==> src/rtl/recepcion_serial.sv <==
// recepcion_serial: MSB-first serial-to-parallel receiver with frame sync,
// sticky framing/overrun flags and a first-word-fall-through output FIFO.
//
// Ports:
//   clk        in   system clock, serial inputs sampled on the rising edge
//   reset      in   synchronous, active-high reset
//   DataIn     in   serial data, MSB first
//   SyncIn     in   high in the bit period carrying a frame's MSB
//   rdEn       in   pop the FIFO head (ignored when empty)
//   clrErr     in   clear the sticky error flags
//   dataOut    out  FIFO head word, 0 when empty
//   empty      out  FIFO holds no words
//   full       out  FIFO holds DEPTH words
//   count      out  number of words held
//   overrun    out  sticky: a completed word was dropped
//   frameError out  sticky: a sync arrived mid-frame
module recepcion_serial #(
    parameter int WIDTH = 16,
    parameter int DEPTH = 4
) (
    input  logic                       clk,
    input  logic                       reset,
    input  logic                       DataIn,
    input  logic                       SyncIn,
    input  logic                       rdEn,
    input  logic                       clrErr,
    output logic [WIDTH-1:0]           dataOut,
    output logic                       empty,
    output logic                       full,
    output logic [$clog2(DEPTH):0]     count,
    output logic                       overrun,
    output logic                       frameError
);

    localparam int AW = $clog2(DEPTH);
    localparam int CW = $clog2(WIDTH);

    localparam logic [0:0] IDLE  = 1'b0;
    localparam logic [0:0] SHIFT = 1'b1;

    logic [0:0]       state_q, state_d;
    logic [CW-1:0]    bitCnt_q, bitCnt_d;
    logic [WIDTH-1:0] shReg_q, shReg_d;
    logic [AW-1:0]    wrPtr_q, wrPtr_d;
    logic [AW-1:0]    rdPtr_q, rdPtr_d;
    logic [AW:0]      count_q, count_d;
    logic             overrun_q, overrun_d;
    logic             frameErr_q, frameErr_d;
    logic [WIDTH-1:0] mem_q [DEPTH];

    logic wordDone;
    logic frameEvt;
    logic ovEvt;
    logic push;
    logic pop;
    logic emptyInt;
    logic fullInt;

    assign emptyInt = (count_q == '0);
    assign fullInt  = (count_q == (AW+1)'(DEPTH));

    // Deserializer. A sync in SHIFT restarts the frame with the current
    // bit as MSB, even on the edge that would otherwise complete a word.
    always_comb begin
        state_d  = state_q;
        bitCnt_d = bitCnt_q;
        shReg_d  = shReg_q;
        wordDone = 1'b0;
        frameEvt = 1'b0;
        case (state_q)
            IDLE: begin
                if (SyncIn) begin
                    shReg_d  = {{(WIDTH-1){1'b0}}, DataIn};
                    bitCnt_d = CW'(1);
                    state_d  = SHIFT;
                end
            end
            SHIFT: begin
                if (SyncIn) begin
                    frameEvt = 1'b1;
                    shReg_d  = {{(WIDTH-1){1'b0}}, DataIn};
                    bitCnt_d = CW'(1);
                end else begin
                    shReg_d = {shReg_q[WIDTH-2:0], DataIn};
                    if (bitCnt_q == CW'(WIDTH-1)) begin
                        wordDone = 1'b1;
                        bitCnt_d = '0;
                        state_d  = IDLE;
                    end else begin
                        bitCnt_d = bitCnt_q + CW'(1);
                    end
                end
            end
            default: begin
                state_d  = IDLE;
                bitCnt_d = '0;
            end
        endcase
    end

    // When full, a same-cycle read frees the head slot, which is exactly
    // where the write pointer sits, so the new word can still be stored.
    always_comb begin
        pop   = rdEn && !emptyInt;
        push  = wordDone && (!fullInt || rdEn);
        ovEvt = wordDone && fullInt && !rdEn;

        wrPtr_d = push ? wrPtr_q + AW'(1) : wrPtr_q;
        rdPtr_d = pop  ? rdPtr_q + AW'(1) : rdPtr_q;

        count_d = count_q;
        case ({push, pop})
            2'b10:   count_d = count_q + (AW+1)'(1);
            2'b01:   count_d = count_q - (AW+1)'(1);
            default: count_d = count_q;
        endcase

        // Error events take priority over a simultaneous clear.
        overrun_d  = ovEvt    || (overrun_q  && !clrErr);
        frameErr_d = frameEvt || (frameErr_q && !clrErr);
    end

    always_ff @(posedge clk) begin
        if (reset) begin
            state_q    <= IDLE;
            bitCnt_q   <= '0;
            shReg_q    <= '0;
            wrPtr_q    <= '0;
            rdPtr_q    <= '0;
            count_q    <= '0;
            overrun_q  <= 1'b0;
            frameErr_q <= 1'b0;
        end else begin
            state_q    <= state_d;
            bitCnt_q   <= bitCnt_d;
            shReg_q    <= shReg_d;
            wrPtr_q    <= wrPtr_d;
            rdPtr_q    <= rdPtr_d;
            count_q    <= count_d;
            overrun_q  <= overrun_d;
            frameErr_q <= frameErr_d;
        end
    end

    // Storage needs no reset: dataOut is masked while the FIFO is empty.
    always_ff @(posedge clk) begin
        if (!reset && push) begin
            mem_q[wrPtr_q] <= shReg_d;
        end
    end

    assign dataOut    = emptyInt ? '0 : mem_q[rdPtr_q];
    assign empty      = emptyInt;
    assign full       = fullInt;
    assign count      = count_q;
    assign overrun    = overrun_q;
    assign frameError = frameErr_q;

endmodule

==> config.mk <==
export PLATFORM = sky130hd
export DESIGN_NAME = recepcion_serial
export DESIGN_NICKNAME = d
export VERILOG_FILES = /design/src/rtl/recepcion_serial.sv
export SDC_FILE = /design/constraint.sdc
export NUM_CORES = 1
export LEC_CHECK = 0
export BUFFER_PORTS_ARGS = -buffer_cell sky130_fd_sc_hd__buf_2
export CAP_MARGIN = 0
export CORE_MARGIN = 1
export CORE_UTILIZATION = 50
export CTS_CLUSTER_SIZE = 14
export DETAILED_ROUTE_END_ITERATION = 12
export GPL_TIMING_DRIVEN = 0
export PLACE_DENSITY = 0.71
export SLEW_MARGIN = 10
export SYNTH_ARGS = -nofsm -noshare
export SYNTH_HDL_FRONTEND = slang
export SYNTH_SLANG_ARGS = --single-unit
==> constraint.sdc <==
create_clock -name clk -period 2.2 [get_ports clk]
set_input_delay 0.44 -clock clk [delete_from_list [all_inputs] [get_ports clk]]
set_output_delay 0.44 -clock clk [all_outputs]
set_load 0.005 [all_outputs]
==> impl_results.md <==
* Synth top cells by count: 64 x edfxtp_1, 32 x dfxtp_1, 26 x nor2_1
* Critical Path End Type: primary output
* Largest area contributor in the netlist: edfxtp_1
* Fillers at 611
* Largest stage delay on the critical path at 500 ps
* Final min period at 2242 ps
* Detailed Route Iter0 Violations at 122
* First-pass GRT wire length at 11,100 um
* GP Congestion at 0.7412
* Final period util at 1.019
* Clock Skew at 11.15 ps
* Largest net degree at the start of global routing at 19
* ANT nets after route at 0
* DP Wirelength at 4223 um
* Port bufs at 27
* Most used cell, CP: buf_12
* Starting density of the core at 0.5169
* Worst Hold Class: primary input to flop
* RSZ-0062 raised after global routing: yes
* Gr usage total at 0.1813
* Die Y at 91.15 um
* Worst Path Arrival at 1800 ps
* Yosys cell types at 39
* Final Setup Violations at 8
* Die width at 91.15 um
* Post-Place Setup Slack at -231.8 ps
* Status: finished with violations
* Final WL at 6843 um
* CTS max path bufs at 2
* Clk sinks at 96
* Area of the die at 8308 um^2
* Worst-path clk slew at 100 ps
* Nets at 320
* Vias at 2,212
* Residual DRC count at 0
* Row Count at 32
* CP Launch Type: flop
* Drt pass-1 iters at 4
* Failing checks: setup timing
* Ant diodes at 0
* Critical Path RT at 1760 ps
* Ranking of synthesized cells by area: edfxtp_1 48%, dfxtp_1 16%, mux4_2 5.7%
* Asr flop ratio synth at 0
* Syn. warnings at 0
* Worst-path cell chain: buf_6, buf_12, buf_12, mux4_2, nor2b_4, buf_2
* Area growth syn-to-layout at 14.48%
* Vias in the first global route at 2,196
* Dominant synthesized flop cell: edfxtp_1
* Number of synthesized flops with an enable pin at 64
* Avg WL per Cell at 16.53 um
* Top cell type's share of synthesized area at 0.4836
* Crit-path slowest cell: mux4_2
* Max frequency at 446.0 MHz
* Clk root buf: clkbuf_8
* Register bit total from synthesis at 96
* Remaining Overflow, GRT at 0
* Register area share after synthesis at 0.6448
* Worst slew pin tran at 535.9 ps
* Final WS setup at -41.98 ps
* Max cap viols at 0
* Count leader, synth: edfxtp_1
* Mapped cell area at 3974 um^2
* Slew headroom at 0.6394
* CTS tree: done
* Post-Syn Area per Cell at 15.23 um^2
* Core region area at 7687 um^2
* Clock Latency Late Sink at 370 ps
* Vias per cell at 5.343
* CP Class: flop to primary output
* Maximum VDD drop at 0.3328 mV
* Synth Net Count at 274
* PwrDens at 673.1 nW/um^2
* Cell count after synthesis at 261
* Lkg Pwr at 0.001628 uW
* Ports at 29
* Total CTS buffers at 9
* Fraction of layout cells with a size suffix above 1 at 0.3109
* H-tree levels at 3
* Max-slew violation count at 0
* Critical path peak fanout at 5
* Hold_buf cts at 0
* Total power at 3062 uW
* Final hold viol count at 0
* Antenna violations before repair at 0
==> per-stage QoR <==
stage | setup TNS (ps) | utilization | cells | hold slack, ps | cell area (um^2)
4_1_cts | -764.0 | 0.5938 | 415 | 331.8 | 4564
3_5_place_dp | -13100 | 0.5511 | 390 | 457.2 | 4237
2_1_floorplan | 0 | - | 261 | 461.4 | 3974
3_3_place_gp | -11710 | 0.5511 | 390 | 460.3 | 4237
6_report | -265.9 | 0.5918 | 414 | 337.3 | 4549
5_1_grt | -4719 | 0.5918 | 414 | 358.8 | 4549
==> path summary, 6_finish.rpt <==
kind | start | depth (start not counted) | to | slack (ps)
max | flop | 6 | dataOut[14] | -40
min | clrErr | 3 | frameError | 340
max reg2reg | bitCnt_q[0] | 4 | mem_q[2][0] | 50
min reg2reg | frameError | 2 | frameError | 480
==> worst max-delay path: cells and delay by family (launching register included) <==
kind	cells	cell delay, ps
muxes	1	500
buffers and inverters	4	460
DFF	1	340
and+or+nand+nor	1	140
==> kinds of logic after synthesis <==
group | synth area share
AND/OR/NAND/NOR | 0.1250
adder cells (fa/ha/maj) | 0.02393
multiplexers | 0.1448
buffers and inverters | 0.03149
XOR/XNOR | 0.01102
AO/OA/AOI/OAI | 0.01889
flip-flops | 0.6448
==> cell usage in the layout (no fill, tap or decap), types with 2 or more instances in the layout <==
| cell | instances |
|---|---|
| a21oi_1 | 7 |
| and2_2 | 2 |
| and2_4 | 2 |
| and2b_1 | 4 |
| buf_1 | 2 |
| buf_12 | 3 |
| buf_2 | 32 |
| buf_4 | 6 |
| buf_6 | 3 |
| clkbuf_1 | 5 |
| clkbuf_8 | 9 |
| clkinvlp_4 | 2 |
| dfxtp_1 | 26 |
| dfxtp_2 | 4 |
| dfxtp_4 | 2 |
| edfxtp_1 | 64 |
| ha_1 | 4 |
| ha_2 | 2 |
| inv_1 | 8 |
| inv_6 | 3 |
| mux2_2 | 2 |
| mux2i_1 | 17 |
| mux4_1 | 4 |
| mux4_2 | 12 |
| nand2_1 | 2 |
| nand2b_1 | 3 |
| nand3_1 | 2 |
| nor2_1 | 26 |
| nor2b_1 | 8 |
| nor2b_4 | 6 |
| nor3_1 | 17 |
| nor3_4 | 2 |
| nor4_1 | 2 |
| xor2_1 | 5 |
==> report_power, final <==
| part | total [uW] | internal (uW) | leakage [uW] | switching [uW] |
|---|---|---|---|---|
| clock network | 1080 | 432 | 0.0000888 | 650 |
| logic | 72.4 | 25.3 | 0.000685 | 47.1 |
| registers | 1910 | 1900 | 0.000854 | 4.10 |
==> state kept, by name, indices dropped and copies added, names as in the netlist, named ones only <==
register    flops
overrun         1
rdPtr_q         2
count           3
frameError      1
shReg_q        16
wrPtr_q         2
state_q         1
mem_q          64
bitCnt_q        4
==> cell type report <==
class,instances,area [um^2],area share
buffer,16,105.1,0.02310
clock buffer,9,123.9,0.02723
clock inverter,7,61.31,0.01348
inverter,8,30.03,0.006601
multi-input combinational,141,1306,0.2871
sequential,96,2575,0.5660
tap,102,127.6,0.02805
timing repair buffer,35,220.2,0.04840
==> repair_timing <==
item	4_1_cts	5_1_grt
resized for setup	14	11
pin swaps	4	3
cloned	1	0
endpoints found under the setup margin	80	82
setup buffers	8	1
==> routing by layer <==
layer	track usage	vias to the layer above	share of wire
li1	-	1057	-
met1	0.2396	1104	0.47
met2	0.2790	43	0.49
met3	0.04020	8	0.037
met4	0.1005	0	0.012
met5	0	-	0
No activity file was read; power rests on OpenSTA's default activity.
